[src/rtl/tx_sync_pkg.sv]
// Shared definitions for the transmitter-sync arbiter: FSM encoding and default sizes.
package tx_sync_pkg;

  typedef enum logic [1:0] {
    ST_IDLE  = 2'b00,
    ST_OFFER = 2'b01,
    ST_BUSY  = 2'b10,
    ST_DONE  = 2'b11
  } state_t;

  localparam int DEF_NREQ    = 4;
  localparam int DEF_DW      = 8;
  localparam int DEF_TIMEOUT = 255;

  // Next requester index after idx, wrapping at n.
  function automatic int unsigned wrap_inc(input int unsigned idx, input int unsigned n);
    return (idx + 1 >= n) ? 0 : idx + 1;
  endfunction

endpackage

[src/rtl/tx_sync_arbiter_rr_pick.sv]
// Combinational round-robin picker: first set bit of i_req at or above i_ptr, wrapping.
module rr_pick #(
  parameter int NREQ = 4,
  parameter int IW   = $clog2(NREQ)
) (
  input  logic [NREQ-1:0] i_req,
  input  logic [IW-1:0]   i_ptr,
  output logic [IW-1:0]   o_idx,
  output logic            o_any
);

  int w_cand;

  always_comb begin
    o_idx  = '0;
    o_any  = 1'b0;
    w_cand = 0;
    for (int k = 0; k < NREQ; k++) begin
      w_cand = (int'(i_ptr) + k) % NREQ;
      if (!o_any && i_req[w_cand[IW-1:0]]) begin
        o_any = 1'b1;
        o_idx = w_cand[IW-1:0];
      end
    end
  end

endmodule

[src/rtl/tx_sync_arbiter.sv]
// Round-robin arbiter feeding NREQ requesters into one push-synchronizer transmitter.
// Optional watchdog built when TX_SYNC_ARB_WATCHDOG_EN is defined.
module tx_sync_arbiter
  import tx_sync_pkg::*;
#(
  parameter int NREQ    = DEF_NREQ,
  parameter int DW      = DEF_DW,
  parameter int TIMEOUT = DEF_TIMEOUT,
  localparam int IW     = $clog2(NREQ)
) (
  input  logic              clk,
  input  logic              reset,
  input  logic [NREQ-1:0]   req_v,
  input  logic [NREQ*DW-1:0] req_data,
  output logic [NREQ-1:0]   req_done,
  input  logic              txe,
  input  logic              txreq,
  output logic              vi,
  output logic [DW-1:0]     data_out,
  output logic [IW-1:0]     gnt_id,
  output logic              busy,
  output logic              timeout_err,
  output state_t            dbg_state
);

  // Handshake: vi is held while OFFER; the transmitter takes the word by raising
  // txreq, and the transfer is complete once txreq falls again (sync ack returned).

  state_t          r_state;
  state_t          w_next_state;
  logic [IW-1:0]   r_ptr;
  logic [IW-1:0]   r_gnt_id;
  logic [DW-1:0]   r_data_out;
  logic [IW-1:0]   w_pick_idx;
  logic            w_pick_any;
  logic            w_grant;

  rr_pick #(.NREQ(NREQ), .IW(IW)) u_pick (
    .i_req (req_v),
    .i_ptr (r_ptr),
    .o_idx (w_pick_idx),
    .o_any (w_pick_any)
  );

  assign w_grant = (r_state == ST_IDLE) && txe && !txreq && w_pick_any;

  always_comb begin
    w_next_state = r_state;
    case (r_state)
      ST_IDLE:  if (w_grant) w_next_state = ST_OFFER;
      ST_OFFER: if (txreq) w_next_state = ST_BUSY;
      ST_BUSY:  if (!txreq) w_next_state = ST_DONE;
      ST_DONE:  w_next_state = ST_IDLE;
      default:  w_next_state = ST_IDLE;
    endcase
  end

  always_ff @(posedge clk or posedge reset) begin
    if (reset) begin
      r_state    <= ST_IDLE;
      r_ptr      <= '0;
      r_gnt_id   <= '0;
      r_data_out <= '0;
    end else begin
      r_state <= w_next_state;
      if (w_grant) begin
        r_gnt_id   <= w_pick_idx;
        r_data_out <= req_data[w_pick_idx*DW +: DW];
      end
      if (r_state == ST_DONE) begin
        r_ptr <= IW'(wrap_inc(32'(r_gnt_id), NREQ));
      end
    end
  end

  always_comb begin
    req_done = '0;
    if (r_state == ST_DONE) req_done[r_gnt_id] = 1'b1;
  end

  assign vi        = (r_state == ST_OFFER);
  assign busy      = (r_state != ST_IDLE);
  assign data_out  = r_data_out;
  assign gnt_id    = r_gnt_id;
  assign dbg_state = r_state;

`ifdef TX_SYNC_ARB_WATCHDOG_EN
  localparam int CW = $clog2(TIMEOUT + 1);
  logic [CW-1:0] r_wd_cnt;
  logic          r_timeout_err;

  // Counter saturates at TIMEOUT; the flag is sticky and never aborts the transfer.
  always_ff @(posedge clk or posedge reset) begin
    if (reset) begin
      r_wd_cnt      <= '0;
      r_timeout_err <= 1'b0;
    end else if (r_state == ST_IDLE) begin
      r_wd_cnt <= '0;
    end else if (r_state == ST_OFFER || r_state == ST_BUSY) begin
      if (r_wd_cnt != CW'(TIMEOUT)) r_wd_cnt <= r_wd_cnt + 1'b1;
      if (r_wd_cnt == CW'(TIMEOUT - 1)) r_timeout_err <= 1'b1;
    end
  end

  assign timeout_err = r_timeout_err;
`else
  assign timeout_err = 1'b0;
`endif

endmodule
[config.mk]
export PLATFORM = sky130hd
export DESIGN_NAME = tx_sync_arbiter
export DESIGN_NICKNAME = d
export VERILOG_FILES = /design/src/rtl/tx_sync_pkg.sv /design/src/rtl/tx_sync_arbiter_rr_pick.sv /design/src/rtl/tx_sync_arbiter.sv
export SDC_FILE = /design/constraint.sdc
export NUM_CORES = 1
export LEC_CHECK = 0
export ABC_AREA = 0
export ABC_CLOCK_PERIOD_IN_PS = 2100
export BUFFER_PORTS_ARGS = -buffer_cell sky130_fd_sc_hd__buf_4
export CORE_MARGIN = 5
export CORE_UTILIZATION = 42
export CTS_CLUSTER_DIAMETER = 30
export DETAILED_ROUTE_END_ITERATION = 7
export PLACE_DENSITY = 0.84
export SLEW_MARGIN = 10
export SYNTH_ARGS = -nofsm -noshare
export SYNTH_HDL_FRONTEND = slang
export SYNTH_HIERARCHICAL = 1
export SYNTH_SLANG_ARGS = --single-unit
[constraint.sdc]
create_clock -name clk -period 2.1 [get_ports clk]
set_input_delay 0.105 -clock clk [delete_from_list [all_inputs] [get_ports clk]]
set_output_delay 0.105 -clock clk [all_outputs]
set_load 0.05 [all_outputs]
==> metrics.txt, run 1 <==
Buffers on Ports=57; Syn Nets=126; post-layout util=67.8%; post-route ant nets=0; M2 GR Usage=28.1%; top-count cell post-synth=dfrtp_1; commonest cells in the netlist=14 x dfrtp_1, 13 x mux2_2, 10 x inv_1; Unique masters post-synth=23; LEAKAGE=0.753 nW; total power=2.27 mW; clock share of power=8.4%; Worst setup EP type=register; layout cells sized above 1=63.8%; PwrDens=1510 nW/um^2; synthesized flop and latch total=14; total gr overflow=0; min Tclk post-route=2.02 ns; met3 usage=6.90%; Power Internal=1.16 mW; Routed WL=2510 um; all-layer global routing usage=16.7%; max_cap viols=0; clock skew=0.00532 ns; combinational power share=68.2%; via count=862; clock buffer depth=2; sw power=1.11 mW; Core ar.=2210 um^2; Max VDD drop=1080 uV; CTS H-Tree Depth=1; syn_area_per_cell=12.4 um^2; DR WL/cell=14.8 um; status=finished clean; Core Rows=17; Hold Crit Class=in -> reg; non-filler cells, final=169; chip height=58.1 um; Worst-Skew Late Latency=0.28 ns; via/cell ratio=5.10; Cell Area, Synth=971 um^2; register area share after synthesis=36.1%; share of flip-flops with an asynchronous set or reset=100%; routing usage on met1=17.9%; TritonCTS clock tree=yes; gp weighted congestion=0.703; EDFF count, synth=0; endpoints failing setup=0; TritonCTS Sinks=14; Req. time, crit path=2.27 ns; I/O Pins=59; die area=3370 um^2; DR pass1 iterations=4; top-area cell type share of the netlist area=36.1%; Final nets=190; Fmax achieved=494 MHz; most used routing layer=met2; cells after synthesis=78; sw frac=48.9%; CTS clock-pin slew for the worst setup and hold paths=0.08 ns; Slew @ Worst Pin=0.509 ns; starting density of the core=43.9%; Reg power frac=23.3%; count of final hold-check violations=0; Startpoint Class=register; Detail Placement HPWL=2110 um; initial antenna violation count=0; critical setup path kind=reg -> reg; antenna cells=0; R2R setup slack=0.08 ns; Synth warnings=6; final critical-path share of the clock period=96.3%; dominant synthesized flop cell=dfrtp_1; Root Buffer=clkbuf_4; largest net degree at the start of global routing=15; Max Fanout on Critical Path=5; fill cell count=163; vias in the first global route=967; Syn-to-layout area delta=54.4%; DRC Markers=0; cell accounting for the most synthesized area=dfrtp_1; Max Slew Vio Count=0; initial drt markers=17; Synth area leaders=dfrtp_1 36%, mux4_2 19%, mux2_2 15%; Placed Cells incl. Taps=162; relative slew slack=66.1%; Critical Path AT=2.19 ns; CTS Buf Count=3; first-pass GRT wire length=4230 um; DIE WIDTH=58.1 um
metrics by stage:
| stage | hold WS (ns) | area, um^2 | setup slack, ns | TNS (ns) |
|---|---|---|---|---|
| 2_1_floorplan | -0.00585 | 972 | 0.0642 | 0 |
| 3_3_place_gp | 0.175 | 1430 | 0.101 | 0 |
| 3_5_place_dp | 0.183 | 1430 | 0.0429 | 0 |
| 4_1_cts | 0.219 | 1480 | 0.0355 | 0 |
| 5_1_grt | 0.242 | 1500 | -0.00950 | -0.0197 |
| 6_report | 0.226 | 1500 | 0.0775 | 0 |
critical path, stage by stage, from the launching register on:
cell and delay [ns]:
dfrtp_1 0.38, inv_2 0.04, a221o_1 0.33, a21oi_2 0.21, buf_6 0.17, mux4_2 0.50, mux2_2 0.28
layer usage:
metal  part of all wire [%]  wire (um)
met1                     37        929
met2                     47       1190
met3                     14        349
met4                    1.8         44
met5                      0          0
kinds of logic after synthesis:
| logic type | after synthesis | synth area share [%] |
|---|---|---|
| AO/OA/AOI/OAI | 9 | 6.44 |
| buffers and inverters | 15 | 7.09 |
| flip-flops | 14 | 36.1 |
| AND/OR/NAND/NOR | 10 | 6.06 |
| other | 1 | 0.386 |
| multiplexers | 21 | 33.6 |
| adder cells (fa/ha/maj) | 8 | 10.3 |
final cells by class:
type / count / area (um^2) / share of cell area, %
Timing Repair Buffer: 63 / 479 / 32.0
Tap cell: 28 / 35.0 / 2.34
Sequential cell: 14 / 352 / 23.5
Clock buffer: 4 / 36.3 / 2.42
Multi-Input combinational cell: 49 / 556 / 37.1
Inverter: 11 / 41.3 / 2.75
repair_timing:
item,CTS,global route
resized for setup,0,4
hold buffers,1,0
setup buffers,0,1
endpoints found under the setup margin,0,8
endpoints found under the hold margin,14,0
state kept, by name, summed over array words and instances, names as in the netlist:
| name | flops |
|---|---|
| data_out | 8 |
| dbg_state | 2 |
| r_ptr | 2 |
| gnt_id | 2 |
placed cells by master (no fill, tap or decap), drive strengths merged:
cell type    Yosys  routed
nand2b           1       1
dlygate4sd3      0       1
conb             1       1
inv             11      11
buf              3      62
mux4             8       8
nor2             2       2
dfrtp           14      14
nand4b           1       1
nor2b            1       1
ha               8       8
clkbuf           1       4
a221o            1       1
and2             4       4
a221oi           1       1
mux2            13      13
o21ai            1       1
o221ai           1       1
a21oi            4       4
o32a             1       1
nand3            1       1
power groups by stage:
stage / combinational (mW) / sequential [mW] / clock [mW]
floorplan: 0.691 / 0.920 / 0
global placement: 1.48 / 0.517 / 0
detailed placement: 1.52 / 0.530 / 0
CTS: 1.52 / 0.531 / 0.197
global route: 1.66 / 0.555 / 0.210
finish: 1.55 / 0.528 / 0.191
path summary, 6_finish.rpt:
check | endpoint | depth (start not counted) | startpoint
setup / recovery | data_out[3] | 6 | r_ptr[0]
hold / removal | dbg_state[0] | 3 | txreq
min in group asynchronous | gnt_id[0] | 3 | reset
max in group asynchronous | dbg_state[1] | 3 | reset
hold reg to reg | data_out[4] | 1 | data_out[4]
setup reg to reg | data_out[3] | 6 | r_ptr[0]
No activity file was read; power rests on OpenSTA's default activity.
==> run 2: changes to the inputs <==
--- a/config.mk
+++ b/config.mk
@@ -13,6 +13,7 @@
 export CTS_CLUSTER_DIAMETER = 30
 export DETAILED_ROUTE_END_ITERATION = 7
 export PLACE_DENSITY = 0.84
+export RECOVER_POWER = 25
 export SLEW_MARGIN = 10
 export SYNTH_ARGS = -nofsm -noshare
 export SYNTH_HDL_FRONTEND = slang
==> run 2 against run 1 <==
Clock skew did not move; register-to-register slack barely moved; sequential share of layout area unchanged; largest cell class unchanged; critical endpoint unchanged; non-clock buffer count unchanged; worst setup slack is the same.
==> metrics.txt, run 2 (synthesized netlist as in run 1, its figures left out) <==
status=finished clean; critical setup path kind=reg -> reg; crit-path cells=inv_2 > a221o_1 > a21oi_2 > buf_6 > mux4_2 > mux2_2; Startpoint Class=register; DR pass1 iterations=4; Final nets=190; via/cell ratio=5.10; Max Fanout on Critical Path=5; LEAKAGE=0.753 nW; gp weighted congestion=0.703; multi-input logic area=556 um^2; all-layer global routing usage=16.7%; Slew @ Worst Pin=0.508 ns; Root Buffer=clkbuf_4; DIE WIDTH=58.1 um; Buffers on Ports=57; Syn-to-layout area delta=54.4%; Buf+Inv Stages, Crit Path=2; via count=862; vias in the first global route=967; commonest cells after routing, fill and taps aside=60 x buf_4, 13 x mux2_2, 13 x dfrtp_1, 10 x inv_1; clock skew=0.00532 ns; Routed WL=2510 um; largest net degree at the start of global routing=15; CTS clock-pin slew for the worst setup and hold paths=0.08 ns; CP top delay family=multiplexers; CTS Buf Count=3; CP max-delay cell=mux4_2; PwrDens=1510 nW/um^2; count of final hold-check violations=0; post-layout util=67.8%; I/O Pins=59; layout cells sized above 1=63.8%; r2r startpoint=r_ptr[0]; post-route ant nets=0; max FFs per register=8; Max VDD drop=1080 uV; Core Rows=17; starting density of the core=43.9%; Largest stage delay, worst path=0.50 ns; first-pass GRT wire length=4230 um; Setup TNS=0 ns; Register Area=352 um^2; clock buffer depth=2; endpoints failing setup=0; initial drt markers=17; max_cap viols=0; CP Launch Point=r_ptr[0]; Core ar.=2210 um^2; relative slew slack=66.1%; WHS=0.226 ns; CTS H-Tree Depth=1; Max Slew Vio Count=0; Fmax achieved=494 MHz; DR WL/cell=14.8 um; Req. time, crit path=2.27 ns; chip height=58.1 um; min Tclk post-route=2.02 ns; Detail Placement HPWL=2110 um; die area=3370 um^2; hold path startpoint=txreq; Critical Path AT=2.19 ns; fill cell count=163; Worst setup EP type=register; antenna cells=0; most common cell after layout, fill and taps aside=buf_4; TritonCTS Sinks=14; Worst-Skew Late Latency=0.28 ns; initial antenna violation count=0; TritonCTS clock tree=yes; final critical-path share of the clock period=96.3%; DRC Markers=0; total gr overflow=0; Hold Crit Class=in -> reg
-- run 2: cell count changes in the layout (fill, tap and decap cells not counted) --
cell	previous run	this run
buf_4	61	60
clkbuf_4	3	4
-- run 2: metal layers --
metal / global-route usage, % / up-vias / share of wire [%]
met4: 8.94 / 0 / 1.8
met3: 6.90 / 4 / 14
met5: 0 / - / 0
li1: - / 404 / -
met1: 17.9 / 403 / 37
met2: 28.1 / 51 / 47
-- run 2: final timing paths --
kind | end | slack, ns | cells past startpoint
min reg2reg | data_out[4] | 0.52 | 1
max in group asynchronous | dbg_state[1] | 1.34 | 3
min | dbg_state[0] | 0.23 | 3
min in group asynchronous | gnt_id[0] | 0.40 | 3
max reg2reg | data_out[3] | 0.08 | 6
max | data_out[3] | 0.08 | 6
-- run 2: what timing repair did --
action                     CTS  global route
setup buffers                0             1
hold endpoints to repair    14             0
resized for setup            0             4
setup endpoints to repair    0             8
hold buffers                 1             0
-- run 2: tightest hold or removal path: cells and delay by family --
family / cells / cell delay [ns]
buffers and inverters: 1 / 0.09
AO/OA/AOI/OAI: 2 / 0.27
-- run 2: per-stage QoR --
| step | instances | power [mW] | cell area (um^2) | setup slack, ns |
|---|---|---|---|---|
| final | 169 | 2.27 | 1500 | 0.0775 |
| after global routing | 169 | 2.43 | 1500 | -0.00950 |
| after CTS | 167 | 2.25 | 1480 | 0.0355 |
| after detailed placement | 162 | 2.05 | 1430 | 0.0429 |
| after global placement | 162 | 1.99 | 1430 | 0.101 |
| after floorplan | 78 | 1.61 | 972 | 0.0642 |
-- run 2: layout make-up --
| cell class | count | share of cell area (%) |
|---|---|---|
| Inverter | 11 | 2.75 |
| Timing Repair Buffer | 63 | 32.0 |
| Multi-Input combinational cell | 49 | 37.1 |
| Sequential cell | 14 | 23.5 |
| Tap cell | 28 | 2.34 |
| Clock buffer | 4 | 2.42 |
-- run 2: where the power goes --
group	leakage (nW)	internal [mW]	switching, mW	total, mW
logic	0.565	0.641	0.904	1.55
registers	0.166	0.410	0.118	0.528
clock network	0.0210	0.106	0.0858	0.191
total	0.753	1.16	1.11	2.27
==> run 3: changes to the inputs <==
--- a/config.mk
+++ b/config.mk
@@ -6,7 +6,7 @@
 export NUM_CORES = 1
 export LEC_CHECK = 0
 export ABC_AREA = 0
-export ABC_CLOCK_PERIOD_IN_PS = 2100
+export ABC_CLOCK_PERIOD_IN_PS = 2300
 export BUFFER_PORTS_ARGS = -buffer_cell sky130_fd_sc_hd__buf_4
 export CORE_MARGIN = 5
 export CORE_UTILIZATION = 42
==> constraint.sdc (replaced) <==
create_clock -name clk -period 2.3 [get_ports clk]
set_input_delay 0.115 -clock clk [delete_from_list [all_inputs] [get_ports clk]]
set_output_delay 0.115 -clock clk [all_outputs]
set_load 0.05 [all_outputs]
==> run 3 against run 2 <==
Clock skew decreased by 0.0019 ns; clock power decreased by 31%; power decreased by 12%; count of clock-buffer cells in the layout decreased by 1; global-route usage decreased by 0.33 points; first-iteration DRC count decreased by 18%; sequential cell count unchanged; cell count decreased by 1.8%; largest cell class unchanged; critical endpoint unchanged; combinational power decreased by 12%.
==> metrics.txt, run 3 (synthesized netlist as in run 1, its figures left out) <==
Max Slew Vio Count=0; total gr overflow=0; crit-path cells=inv_2 > a221o_1 > a21oi_1 > buf_4 > mux4_2 > mux2_2; Placed Instance Area=1430 um^2; chip height=58.1 um; r2r startpoint=r_ptr[0]; via count=859; Power Internal=0.993 mW; max FFs per register=8; largest net degree at the start of global routing=15; sw power=1.00 mW; R2R depth=6; first-pass GRT wire length=4270 um; clock share of power=6.6%; relative slew slack=65.4%; CP max-delay cell=mux4_2; Slew @ Worst Pin=0.518 ns; commonest cells after routing, fill and taps aside=59 x buf_4, 14 x dfrtp_1, 13 x mux2_2, 10 x inv_1; gp weighted congestion=0.706; Final nets=188; die area=3370 um^2; Worst-Skew Late Latency=0.27 ns; count of final hold-check violations=0; LEAKAGE=0.735 nW; non-filler cells, final=166; critical setup path kind=reg -> reg; TritonCTS clock tree=yes; Critical Path AT=2.24 ns; Max VDD drop=979 uV; endpoints failing setup=0; post-route setup slack=0.226 ns; Syn-to-layout area delta=50.5%; Setup Slack @ Placement=0.242 ns; starting density of the core=43.9%; Placed Cells incl. Taps=162; Max Fanout on Critical Path=9; Root Buffer=clkbuf_4; DIE WIDTH=58.1 um; min Tclk post-route=2.07 ns; Setup TNS=0 ns; Worst setup EP type=register; max_cap viols=0; DRC Markers=0; Largest stage delay, worst path=0.52 ns; Core ar.=2210 um^2; Hold Crit Class=in -> reg; RSZ-0062 raised after global routing=false; hold path startpoint=txreq; antenna cells=0; WHS=0.259 ns; I/O Pins=59; Buffers on Ports=57; Core Rows=17; via/cell ratio=5.17; all-layer global routing usage=16.4%; Post-CTS Setup Inserts=0; Detail Placement HPWL=2120 um; post-route cell area=1460 um^2; PwrDens=1360 nW/um^2; DR WL/cell=14.9 um; initial drt markers=14; Startpoint Class=register; post-route ant nets=0; vias in the first global route=984; clock skew=0.00346 ns; status=finished clean; CTS H-Tree Depth=1; final critical-path share of the clock period=90.2%; DR pass1 iterations=4; Fmax achieved=482 MHz; TritonCTS Sinks=14; CTS clock-pin slew for the worst setup and hold paths=0.08 ns; cts repair resizes=0; CTS Buf Count=3; most common cell after layout, fill and taps aside=buf_4; sw frac=50.2%; CP Launch Point=r_ptr[0]; Req. time, crit path=2.46 ns; Reg power frac=24.5%; Routed WL=2480 um; combinational power share=68.9%; Hold Crit Depth=3; initial antenna violation count=0; clock buffer depth=2; layout cells sized above 1=61.6%
==> run 3: changes by cell type in the layout (fill, tap and decap cells not counted) <==
cell and delta:
a21oi_1 +1, a21oi_2 -1, clkbuf_8 -1, buf_6 -1, dfrtp_2 -1, dfrtp_1 +1
buf_4 -1
==> run 3: final cells by class <==
class                           count  area (um^2)
Timing Repair Buffer               61          460
Fill cell                         163          751
Clock buffer                        3         22.5
Inverter                           11         41.3
Multi-Input combinational cell     49          552
Sequential cell                    14          350
Tap cell                           28         35.0
==> run 3: power groups by stage <==
| stage | sequential [mW] | clock [mW] | combinational [mW] |
|---|---|---|---|
| after floorplan | 0.838 | 0 | 0.631 |
| after global placement | 0.476 | 0 | 1.34 |
| after detailed placement | 0.489 | 0 | 1.38 |
| after CTS | 0.488 | 0.136 | 1.39 |
| after global routing | 0.510 | 0.154 | 1.47 |
| final | 0.488 | 0.131 | 1.37 |
==> run 3: path summary, 6_finish.rpt <==
kind | end | slack, ns
max | data_out[3] | 0.23
min | dbg_state[0] | 0.26
max reg2reg | data_out[3] | 0.23
min reg2reg | data_out[1] | 0.53
max in group asynchronous | dbg_state[0] | 1.51
min in group asynchronous | gnt_id[0] | 0.44
==> run 3: timing repair <==
item / CTS / global route
endpoints found under the hold margin: 14 / 0
hold buffers: 1 / 0
endpoints found under the setup margin: 0 / 0
==> run 3: metal layers <==
metal / wire (um) / global-route usage, % / part of all wire (%)
met2: 1240 / 28.2 / 50
met5: 0 / 0 / 0
met4: 29 / 4.97 / 1.2
met3: 329 / 5.35 / 13
met1: 886 / 19.4 / 36
==> run 3: metrics by stage <==
stage / util [%] / power (mW)
after floorplan: - / 1.47
after global placement: 64.6 / 1.82
after CTS: 66.1 / 2.01
after global routing: 66.1 / 2.13
after detailed placement: 64.6 / 1.87
final: 66.1 / 1.99
==> run 3: critical path: cells and delay by family (launching register included) <==
family | cells | cell delay, ns
buffers and inverters | 2 | 0.28
muxes | 2 | 0.80
AOI/OAI and AO/OA | 2 | 0.48
DFF | 1 | 0.41
